File: src/rtl/fork_join_timer.sv
// Fork/join delay timer: launches up to NUM_CH countdown channels and signals
// JOIN_ALL / JOIN_ANY / JOIN_NONE completion. Optional FJT_TIMESTAMP_EN adds ch_ts capture.
module fork_join_timer #(
  parameter int unsigned NUM_CH = 4,
  parameter int unsigned DLY_W  = 8,
  parameter int unsigned TS_W   = 16
) (
  input  logic                    clk,
  input  logic                    rst_n,
  input  logic                    start,
  input  logic [NUM_CH-1:0]       ch_en,
  input  logic [NUM_CH*DLY_W-1:0] ch_dly,
  input  logic [1:0]              join_mode,
  input  logic                    kill,
  output logic                    busy,
  output logic [NUM_CH-1:0]       ch_active,
  output logic [NUM_CH-1:0]       ch_done,
  output logic                    join_done
`ifdef FJT_TIMESTAMP_EN
  ,
  output logic [NUM_CH*TS_W-1:0]  ch_ts
`endif
);

  typedef enum logic [1:0] {
    IDLE  = 2'd0,
    RUN   = 2'd1,
    DRAIN = 2'd2
  } state_e;

  typedef enum logic [1:0] {
    JOIN_ALL  = 2'b00,
    JOIN_ANY  = 2'b01,
    JOIN_NONE = 2'b10
  } join_e;

  state_e           state;
  join_e            mode;
  logic             join_pend;
  logic [DLY_W-1:0] cnt [NUM_CH];
  logic [NUM_CH-1:0] finishing;
  logic [NUM_CH-1:0] remaining;

`ifdef FJT_TIMESTAMP_EN
  logic [TS_W-1:0]  ts_cnt;
`endif

  // A channel finishes on the edge where its counter is already at zero,
  // which yields D+1 edges from the launch edge.
  always_comb begin
    finishing = '0;
    for (int unsigned i = 0; i < NUM_CH; i++)
      finishing[i] = ch_active[i] && (cnt[i] == '0);
    remaining = ch_active & ~finishing;
  end

  always_ff @(posedge clk or negedge rst_n) begin
    if (!rst_n) begin
      state     <= IDLE;
      mode      <= JOIN_ALL;
      join_pend <= 1'b0;
      busy      <= 1'b0;
      ch_active <= '0;
      ch_done   <= '0;
      join_done <= 1'b0;
      for (int unsigned i = 0; i < NUM_CH; i++)
        cnt[i] <= '0;
`ifdef FJT_TIMESTAMP_EN
      ts_cnt    <= '0;
      ch_ts     <= '0;
`endif
    end else begin
      ch_done   <= '0;
      join_done <= 1'b0;
`ifdef FJT_TIMESTAMP_EN
      ts_cnt    <= ts_cnt + 1'b1;
`endif
      case (state)
        IDLE: begin
          // An empty launch completes its join on the following edge without leaving IDLE.
          join_done <= join_pend;
          join_pend <= start && !kill && (ch_en == '0);
          if (start && !kill) begin
`ifdef FJT_TIMESTAMP_EN
            ch_ts <= '0;
`endif
            if (ch_en != '0) begin
              for (int unsigned i = 0; i < NUM_CH; i++)
                cnt[i] <= ch_en[i] ? ch_dly[i*DLY_W +: DLY_W] : '0;
              ch_active <= ch_en;
              mode      <= (join_mode == 2'b11) ? JOIN_ALL : join_e'(join_mode);
              busy      <= 1'b1;
              state     <= RUN;
            end
          end
        end
        default: begin
          if (kill) begin
            for (int unsigned i = 0; i < NUM_CH; i++)
              cnt[i] <= '0;
            ch_active <= '0;
            busy      <= 1'b0;
            state     <= IDLE;
          end else begin
            for (int unsigned i = 0; i < NUM_CH; i++)
              if (ch_active[i] && (cnt[i] != '0))
                cnt[i] <= cnt[i] - 1'b1;
            ch_done   <= finishing;
            ch_active <= remaining;
`ifdef FJT_TIMESTAMP_EN
            for (int unsigned i = 0; i < NUM_CH; i++)
              if (finishing[i])
                ch_ts[i*TS_W +: TS_W] <= ts_cnt;
`endif
            if (remaining == '0) begin
              busy  <= 1'b0;
              state <= IDLE;
            end
            if (state == RUN) begin
              case (mode)
                JOIN_ANY: begin
                  if (finishing != '0) begin
                    join_done <= 1'b1;
                    if (remaining != '0)
                      state <= DRAIN;
                  end
                end
                JOIN_NONE: begin
                  join_done <= 1'b1;
                  if (remaining != '0)
                    state <= DRAIN;
                end
                default: begin
                  if (remaining == '0)
                    join_done <= 1'b1;
                end
              endcase
            end
          end
        end
      endcase
    end
  end

endmodule

File: config.mk
export PLATFORM = sky130hd
export DESIGN_NAME = fork_join_timer
export DESIGN_NICKNAME = d
export VERILOG_FILES = /design/src/rtl/fork_join_timer.sv
export SDC_FILE = /design/constraint.sdc
export NUM_CORES = 1
export LEC_CHECK = 0
export CAP_MARGIN = 20
export CORE_ASPECT_RATIO = 0.8
export CORE_MARGIN = 2
export CORE_UTILIZATION = 29
export CTS_CLUSTER_SIZE = 20
export DETAILED_ROUTE_END_ITERATION = 12
export MAX_ROUTING_LAYER = met4
export PLACE_DENSITY_LB_ADDON = 0.15
export SETUP_SLACK_MARGIN = 0.5
export SLEW_MARGIN = 20
export SYNTH_ARGS = -nofsm -noshare
export SYNTH_HDL_FRONTEND = slang
export SYNTH_SLANG_ARGS = --single-unit
export TNS_END_PERCENT = 30
File: constraint.sdc
create_clock -name clk -period 1.92 [get_ports clk]
set_input_delay 0.576 -clock clk [delete_from_list [all_inputs] [get_ports clk]]
set_output_delay 0.576 -clock clk [all_outputs]
set_load 0.005 [all_outputs]
# --- Yosys cells after proc, flatten, opt, wreduce, memory -nomap -nowiden ---
# Index checks and enable logic that the tools add are counted.
word_totals:
  register_bits: 47
  inputBits: 42
  elab_cells: 99
op_classes:
  n_addsub: 4
  eq_ne: 6
  mux: 39
  bitwise: 2
  reduce_logical: 37
op_table:
  columns: ["operator", "count"]
  rows:
  - ["$mux 32", 4]
  - ["$mux 8", 8]
  - ["$logic_not 8->1", 4]
  - ["$reduce_bool 8->1", 4]
  - ["$sub 8x1->8 const B", 4]
  - ["$mux 4", 6]
  - ["$mux 2", 9]
  - ["$reduce_and 3->1", 6]
  - ["$reduce_bool 3->1", 5]
  - ["$reduce_bool 4->1", 3]
  - ["$logic_and 1x1->1", 10]
  - ["$mux 1", 10]
  - ["$logic_not 4->1", 2]
  - ["$and 4x4->4", 1]
  - ["$eq 2x1->1 const B", 2]
  - ["$eq 2x2->1 const B", 2]
  - ["$ne 2x2->1 const B", 2]
  - ["$not 4->4", 1]
  - ["$pmux 2 s2", 1]
  - ["$logic_not 2->1", 1]
  - ["$pmux 1 s2", 1]
  - ["$reduce_and 2->1", 1]
  - ["$logic_not 1->1", 1]

# --- Logic depth before layout (Yosys ltp) ---
# Gate-level depths: netlist of the first run.
depth:
  word_depth: 12
  depth_mapped: 9
  mapped_depth_nobuf: 7

# --- Least setup slack after synthesis of the first run ---
# No wires, ideal clock.
synth_timing:
  kind: "register -> register"
  start: "register cnt[8] (netlist bit)"
  end: "register busy"
  setup_ps: 121
  arrival_time_ps: 1900
  slack_ps: -101
  path_stages_with_launch: 9
  n_path_buf: 1
  period_less_slack_ps: 2021
  path_cell_list: "dfrtp_1 inv_1 ha_1 clkbuf_1 inv_1 o41a_1 nor4_4 nor2_1 o22a_1"
synth_via:
  elab_chain_len: 7
synth_rtl:
  columns: ["item", "line", "source"]
  rows:
  - ["from (decl)", "40", "logic [DLY_W-1:0] cnt [NUM_CH];"]
  - ["from (signal, indexed assignment)", "89", "cnt[i] <= ch_en[i] ? ch_dly[i*DLY_W +: DLY_W] : '0;"]
  - ["from (signal, indexed assignment)", "107", "cnt[i] <= cnt[i] - 1'b1;"]
  - ["$logic_not 8->1", "53", "finishing[i] = ch_active[i] && (cnt[i] == '0);"]
  - ["$logic_and 1x1->1", "53", null]
  - ["$not 4->4", "54", "remaining = ch_active & ~finishing;"]
  - ["$and 4x4->4", "54", null]
  - ["$logic_not 4->1", "115", "if (remaining == '0) begin"]
  - ["$reduce_bool 3->1 (no line)", null, null]
  - ["$reduce_and 3->1 (no line)", null, null]
  - ["to (signal assigned)", "62", "busy <= 1'b0;"]
  - ["to (signal assigned)", "92", "busy <= 1'b1;"]
  - ["to (signal assigned)", "116", "busy <= 1'b0;"]
  - ["to (decl)", "15", "output logic busy,"]
# No other way between the ends.
# A chain may end at the register's enable or synchronous reset.

# --- Final worst setup path of the first run ---
layout_timing:
  start: "register cnt[11] (netlist bit)"
  end: "register cnt[9] (netlist bit)"
layout_via:
  elab_chain_len: 4
layout_rtl:
  columns: ["item", "line", "source"]
  rows:
  - ["$reduce_bool 8->1", "106", "if (ch_active[i] && (cnt[i] != '0))"]
  - ["$logic_and 1x1->1", "106", null]
  - ["$reduce_bool 3->1 (no line)", null, null]
  - ["$reduce_and 3->1 (no line)", null, null]
# No other way between the ends.

==> results of run 1 <==
[sequential cells by signal (all words and copies together), names as in the netlist]
register	count
join_done	1
join_pend	1
ch_done	4
ch_active	4
mode	2
state	2
cnt	32
busy	1
[routing by layer]
metal  wire length, um  share of wire (%)  up-vias  GRT usage (%)
li1                  -                  -     1308              -
met1              4170                 53     1274           24.4
met2              3340                 43       56           24.1
met3               256                3.3        2           3.12
met4                27               0.35        0           3.41
met5                 0                  0        -              -
[layout make-up]
type                    instances  area (um^2)
inverters                      24         90.1
clock buffers                   6          129
repair buffers                103          960
clock inverters                 1         30.0
flip-flops and latches         47         1180
well taps                     115          144
fillers                       874         4810
multi-input cells             214         1620
[power groups by stage]
| stage | clock (W) | sequential, W | combinational [W] |
|---|---|---|---|
| after global placement | 0 | 0.00177 | 0.00297 |
| after global routing | 0.00104 | 0.00190 | 0.00368 |
| after floorplan | 0 | 0.00172 | 0.00172 |
| after detailed placement | 0 | 0.00177 | 0.00299 |
| final | 0.000974 | 0.00183 | 0.00332 |
| after CTS | 0.000994 | 0.00176 | 0.00304 |
[worst min-delay path by stage]
stage	from	to	slack (ps)
after floorplan	rst_n	busy$_DFFE_PN0P_	280
after global placement	cnt[0]$_DFFE_PN0P_	cnt[0]$_DFFE_PN0P_	490
after detailed placement	join_pend$_DFFE_PN0P_	join_done$_DFF_PN0_	490
after CTS	rst_n	cnt[21]$_DFFE_PN0P_	300
after global routing	rst_n	cnt[19]$_DFFE_PN0P_	330
final	rst_n	cnt[19]$_DFFE_PN0P_	280
[logic make-up (layout without fill, tap and decap cells)]
family                     count (synthesis)  count (layout)  synth area share (%)
and+or+nand+nor                           79              79                  16.2
adders and majority gates                  6               6                  2.84
DFF                                       47              47                  44.6
buffers and inverters                     40             134                  6.21
AOI/OAI and AO/OA                        129             129                  30.2
[synth_stat cells (4+ instances only)]
| cell type | n | area, um^2 |
|---|---|---|
| nand2_1 | 8 | 30.0 |
| a32oi_1 | 13 | 114 |
| and4_1 | 5 | 43.8 |
| dfrtp_1 | 47 | 1180 |
| o21ai_0 | 57 | 285 |
| inv_1 | 24 | 90.1 |
| o21ai_2 | 4 | 35.0 |
| a31oi_1 | 6 | 37.5 |
| a211oi_1 | 4 | 30.0 |
| nor4_1 | 6 | 37.5 |
| nor3_1 | 9 | 45.0 |
| a21oi_1 | 21 | 105 |
| a21boi_1 | 4 | 30.0 |
| nor2_1 | 29 | 109 |
| ha_1 | 6 | 75.1 |
| buf_2 | 5 | 25.0 |
| a22oi_1 | 13 | 97.6 |
| and2_1 | 4 | 25.0 |
| clkbuf_1 | 7 | 26.3 |
[repair_timing]
item / 4_1_cts / 5_1_grt
setup endpoints to repair: 56 / 50
buffers inserted: 1 / 4
pin swaps: 2 / 30
cloned: 1 / 0
hold buffers: 0 / 0
gates resized for setup: 50 / 69
[metrics by stage]
| step | power [W] | instance area (um^2) | TNS, ps |
|---|---|---|---|
| final | 0.00612 | 4150 | -440 |
| after global routing | 0.00662 | 4150 | -1480 |
| after CTS | 0.00579 | 3980 | -370 |
| after detailed placement | 0.00477 | 3800 | -10590 |
| after global placement | 0.00474 | 3800 | -10000 |
| after floorplan | 0.00344 | 2810 | -48.4 |
==> impl_metrics.ini, run 1 <==
[detailed_routing]
viasPerCell = 5.18
first_pass_iters = 4
post-route-drc-count = 0
num_vias = 2640
wirelength_mm = 7.80
first_iter_violations = 96
ant_nets = 0
wire_per_inst_um = 15.3

[synthesis]
syn-num-nets = 349
synth_edf_count = 0
synth-seq-area-share_pct = 44.6
yosysWarnings = 0
ys_ff_latch = 47
postSynthCellCount = 301
avgSynthCellArea_um2 = 8.77
ys_async_sr_fraction_pct = 100
synthDistinctLibCells = 38
netlist_area_um2 = 2640
ys.flop_type = dfrtp_1

[cts]
clkSlewWorstSetupHoldPaths_ps = 70
clockBufferDepth = 2
numCtsBuffers = 5
clk_latency_ps = 280
clock-sinks = 47
root_buffer = clkbuf_16
htree_levels = 2
cts_tree = yes

[pwr]
clock_power_share_pct = 15.9
combPwrFrac_pct = 54.3
swShare_pct = 40.5
peakVddDrop_mv = 0.561
pwr_density_cell_nw_per_um2 = 1480
p_seq_share_pct = 29.8
p_int_w = 0.00364
power.switching_w = 0.00248
p_leak_nw = 1.77

[sta]
layout_setup_ws_ps = -69.1
maxSlewViolCount = 0
slew_headroom_pct = 62.6
setup_violations = 12
hold_viol_final = 0
hold-worst-slack_ps = 277
worst_pin_slew_ps = 562
finalClockSkew_ps = 4.34
post-route-min-period_ps = 1990
max_freq_mhz = 503
timing.final.crit_share_pct = 104
rsz0062_at_grt = true

[setup_path]
path_cells = or4_4 > o41a_1 > o21ai_4 > buf_4 > a211oi_2 > a21oi_2
cp_top_family = compound AO/OA/AOI/OAI gates
worst_r2r_startpoint = cnt[11]$_DFFE_PN0P_
slowest_delay_ps = 540
path_class = flip-flop to flip-flop
crit_end = cnt[9]$_DFFE_PN0P_
regToRegSetupSlack_ps = -70
crit_buf_inv = 1
reg2reg_depth = 6
cp-end-kind = flip-flop
reg2reg_to = cnt[9]$_DFFE_PN0P_
cp_max_fo = 6
worstSetupPathDepth = 6
startpoint = cnt[11]$_DFFE_PN0P_
crit_required_ps = 2140
arrival_ps = 2200
slowest_stage = or4_4
cp-start-kind = flip-flop

[floorplanning]
rows = 31
die_w_um = 111
initial_utilization_pct = 29.5
dieArea_um2 = 9880
io_pins = 52
coreArea_um2 = 8960
die_y_um = 89.3

[final_layout]
stdcell_count = 510
synthToLayoutAreaGrowth_pct = 57.2
final_nets = 443
fin_util_pct = 46.3
final_cell_mix = 45 x dfrtp_1, 41 x buf_4, 34 x clkdlybuf4s50_1
drive_gt1_share_pct = 32.2
n_antenna_cell = 0
final_common_cell = dfrtp_1

[place]
gp_congestion = 0.820
port_buffers = 51
dp_cells = 497
place_ws_ps = -330
dp_hpwl_mm = 5.55

[status]
status = finished with violations
violations = setup timing

[worst_hold_path]
hold_class = primary input to async pin

[grt]
grt_pass1_wl_mm = 12.9
grt_overflow = 0
grt_util_all_layers_pct = 16.7
grt_max_degree = 22
grt_pass1_vias = 2557
antenna_found_initial = 0

[flow_run]
drv_cap = 0
Power figures use the tool's default switching activity.
==> run 2: changes to the inputs <==
- clock period: 1.92 -> 1.8 ns (I/O delays scaled with it)
==> run 2 against run 1 <==
Net effect: the flow still finishes with violations (setup timing); sequential power increased by 6%; clock-buffer cell count grew 2; clock power grew 4%; critical path depth increased by 1; via count increased by 2.0%; die area stayed put; first-iteration DRC count is 14% higher; maximum frequency up 0.43%; non-clock buffer count increased by 15; global-route usage grew 0.99 points; combinational power is 20% higher; critical endpoint is now state[0]$_DFFE_PN0P_.
==> impl_metrics.ini, run 2 (same netlist as run 1, synthesis figures left out) <==
[place]
port_buffers = 51
dp_cells = 512
gp_congestion = 0.867
dp_hpwl_mm = 5.81

[cts]
clk_latency_ps = 290
htree_levels = 2
clkSlewWorstSetupHoldPaths_ps = 70
clock-sinks = 47
clockBufferDepth = 2
cts_hold_buffers = 0
cts_tree = yes
numCtsBuffers = 5
root_buffer = clkbuf_16

[floorplanning]
io_pins = 52
initial_utilization_pct = 29.5
dieArea_um2 = 9880
die_w_um = 111
coreArea_um2 = 8960
rows = 31
die_y_um = 89.3

[detailed_routing]
wirelength_mm = 8.35
top_layer_used = met4
viasPerCell = 5.12
wl_met1_mm = 4.21
first_pass_iters = 4
num_vias = 2694
first_iter_violations = 109
wire_per_inst_um = 15.9
ant_nets = 0
route.met2.wl_mm = 3.77
post-route-drc-count = 0
wl_met3_um = 299

[setup_path]
cp-start-kind = flip-flop
cp_max_fo = 4
startpoint = cnt[11]$_DFFE_PN0P_
path_class = flip-flop to flip-flop
cp-end-kind = flip-flop
arrival_ps = 2170
crit_required_ps = 1990
worst_r2r_startpoint = cnt[11]$_DFFE_PN0P_

[sta]
timing.final.crit_share_pct = 110
layout_setup_ws_ps = -181
rsz0062_at_grt = true
max_freq_mhz = 505
worst_pin_slew_ps = 443
post-route-min-period_ps = 1980
maxSlewViolCount = 0
slew_headroom_pct = 70.3
finalClockSkew_ps = 4.87
hold_viol_final = 0
hold-worst-slack_ps = 176
setup_violations = 12

[final_layout]
final_nets = 458
n_antenna_cell = 0
stdcell_count = 526
synthToLayoutAreaGrowth_pct = 62.1
reg_top3 = cnt: 32 flops, ch_active: 4 flops, ch_done: 4 flops
drive_gt1_share_pct = 36.5
top_register = cnt
final_common_cell = buf_4
final_cell_mix = 55 x buf_4, 46 x dfrtp_1, 35 x o21ai_1
largest_reg_flops = 32

[pwr]
p_leak_nw = 1.83
pwr_density_cell_nw_per_um2 = 1620
peakVddDrop_mv = 0.686

[worst_hold_path]
hold_class = primary input to async pin

[grt]
grt_overflow = 0
grt_util_all_layers_pct = 17.7
grt_pass1_vias = 2682
grt_max_degree = 23
grt_pass1_wl_mm = 13.5
antenna_found_initial = 0

[status]
violations = setup timing
status = finished with violations

[flow_run]
drv_cap = 0
[run 2: cell count changes in the layout (fill, tap and decap cells not counted), sizes merged]
cell / delta
dlymetal6s2s: -2
bufinv: -1
buf: +19
[run 2: final timing paths]
check                                                 to  slack (ps)  depth (start not counted)
worst max-delay path                state[0]$_DFFE_PN0P_        -180                          7
worst min-delay path                 cnt[13]$_DFFE_PN0P_         180                          1
worst max register to register      state[0]$_DFFE_PN0P_        -180                          7
worst min register to register          busy$_DFFE_PN0P_         510                          1
max in group asynchronous       ch_active[1]$_DFFE_PN0P_        1070                          2
min in group clk                        busy$_DFFE_PN0P_         510                          1
[run 2: layer usage]
layer  track usage [%]  up-vias
met3              3.32        7
li1                  -     1338
met4              3.75        0
met5                 -        -
met1              23.6     1293
met2              28.4       56
[run 2: critical path, stage by stage (launching register included)]
cell,delay [ps]
dfrtp_1,380
buf_4,150
nor4_2,310
buf_4,170
nand4_1,120
and4_1,270
a211o_1,300
a21o_1,170
[run 2: power by group]
group	switching (W)	internal, W
clock	0.000421	0.000593
combinational	0.00193	0.00204
sequential	0.000464	0.00148
total	0.00282	0.00411
[run 2: stage by stage]
stage	setup TNS (ps)	power, W	instance area, um^2	utilization [%]	setup slack [ps]
4_1_cts	-1430	0.00665	4170	46.6	-176
2_1_floorplan	-1160	0.00362	2760	-	-156
5_1_grt	-2260	0.00745	4280	47.7	-260
3_5_place_dp	-13960	0.00526	3880	43.4	-447
3_3_place_gp	-13630	0.00523	3880	43.4	-436
6_report	-1390	0.00693	4280	47.7	-181
[run 2: cell type report]
type	count	area, um^2
Fill cell	878	4680
Multi-Input combinational cell	214	1620
Sequential cell	47	1180
Timing Repair Buffer	118	1090
Clock buffer	8	156
Tap cell	115	144
Inverter	24	90.1
[run 2: timing repair]
item                                    CTS  global route
endpoints found under the setup margin   57            56
cloned                                    1             0
setup buffers                             2             3
pin swaps                                34            15
resized for setup                       136            25
==> run 3: changes to the inputs <==
- CTS_CLUSTER_SIZE: 20 -> 14
==> results of run 3 <==
Final layout, timing and power as in run 2 (identical DEF).
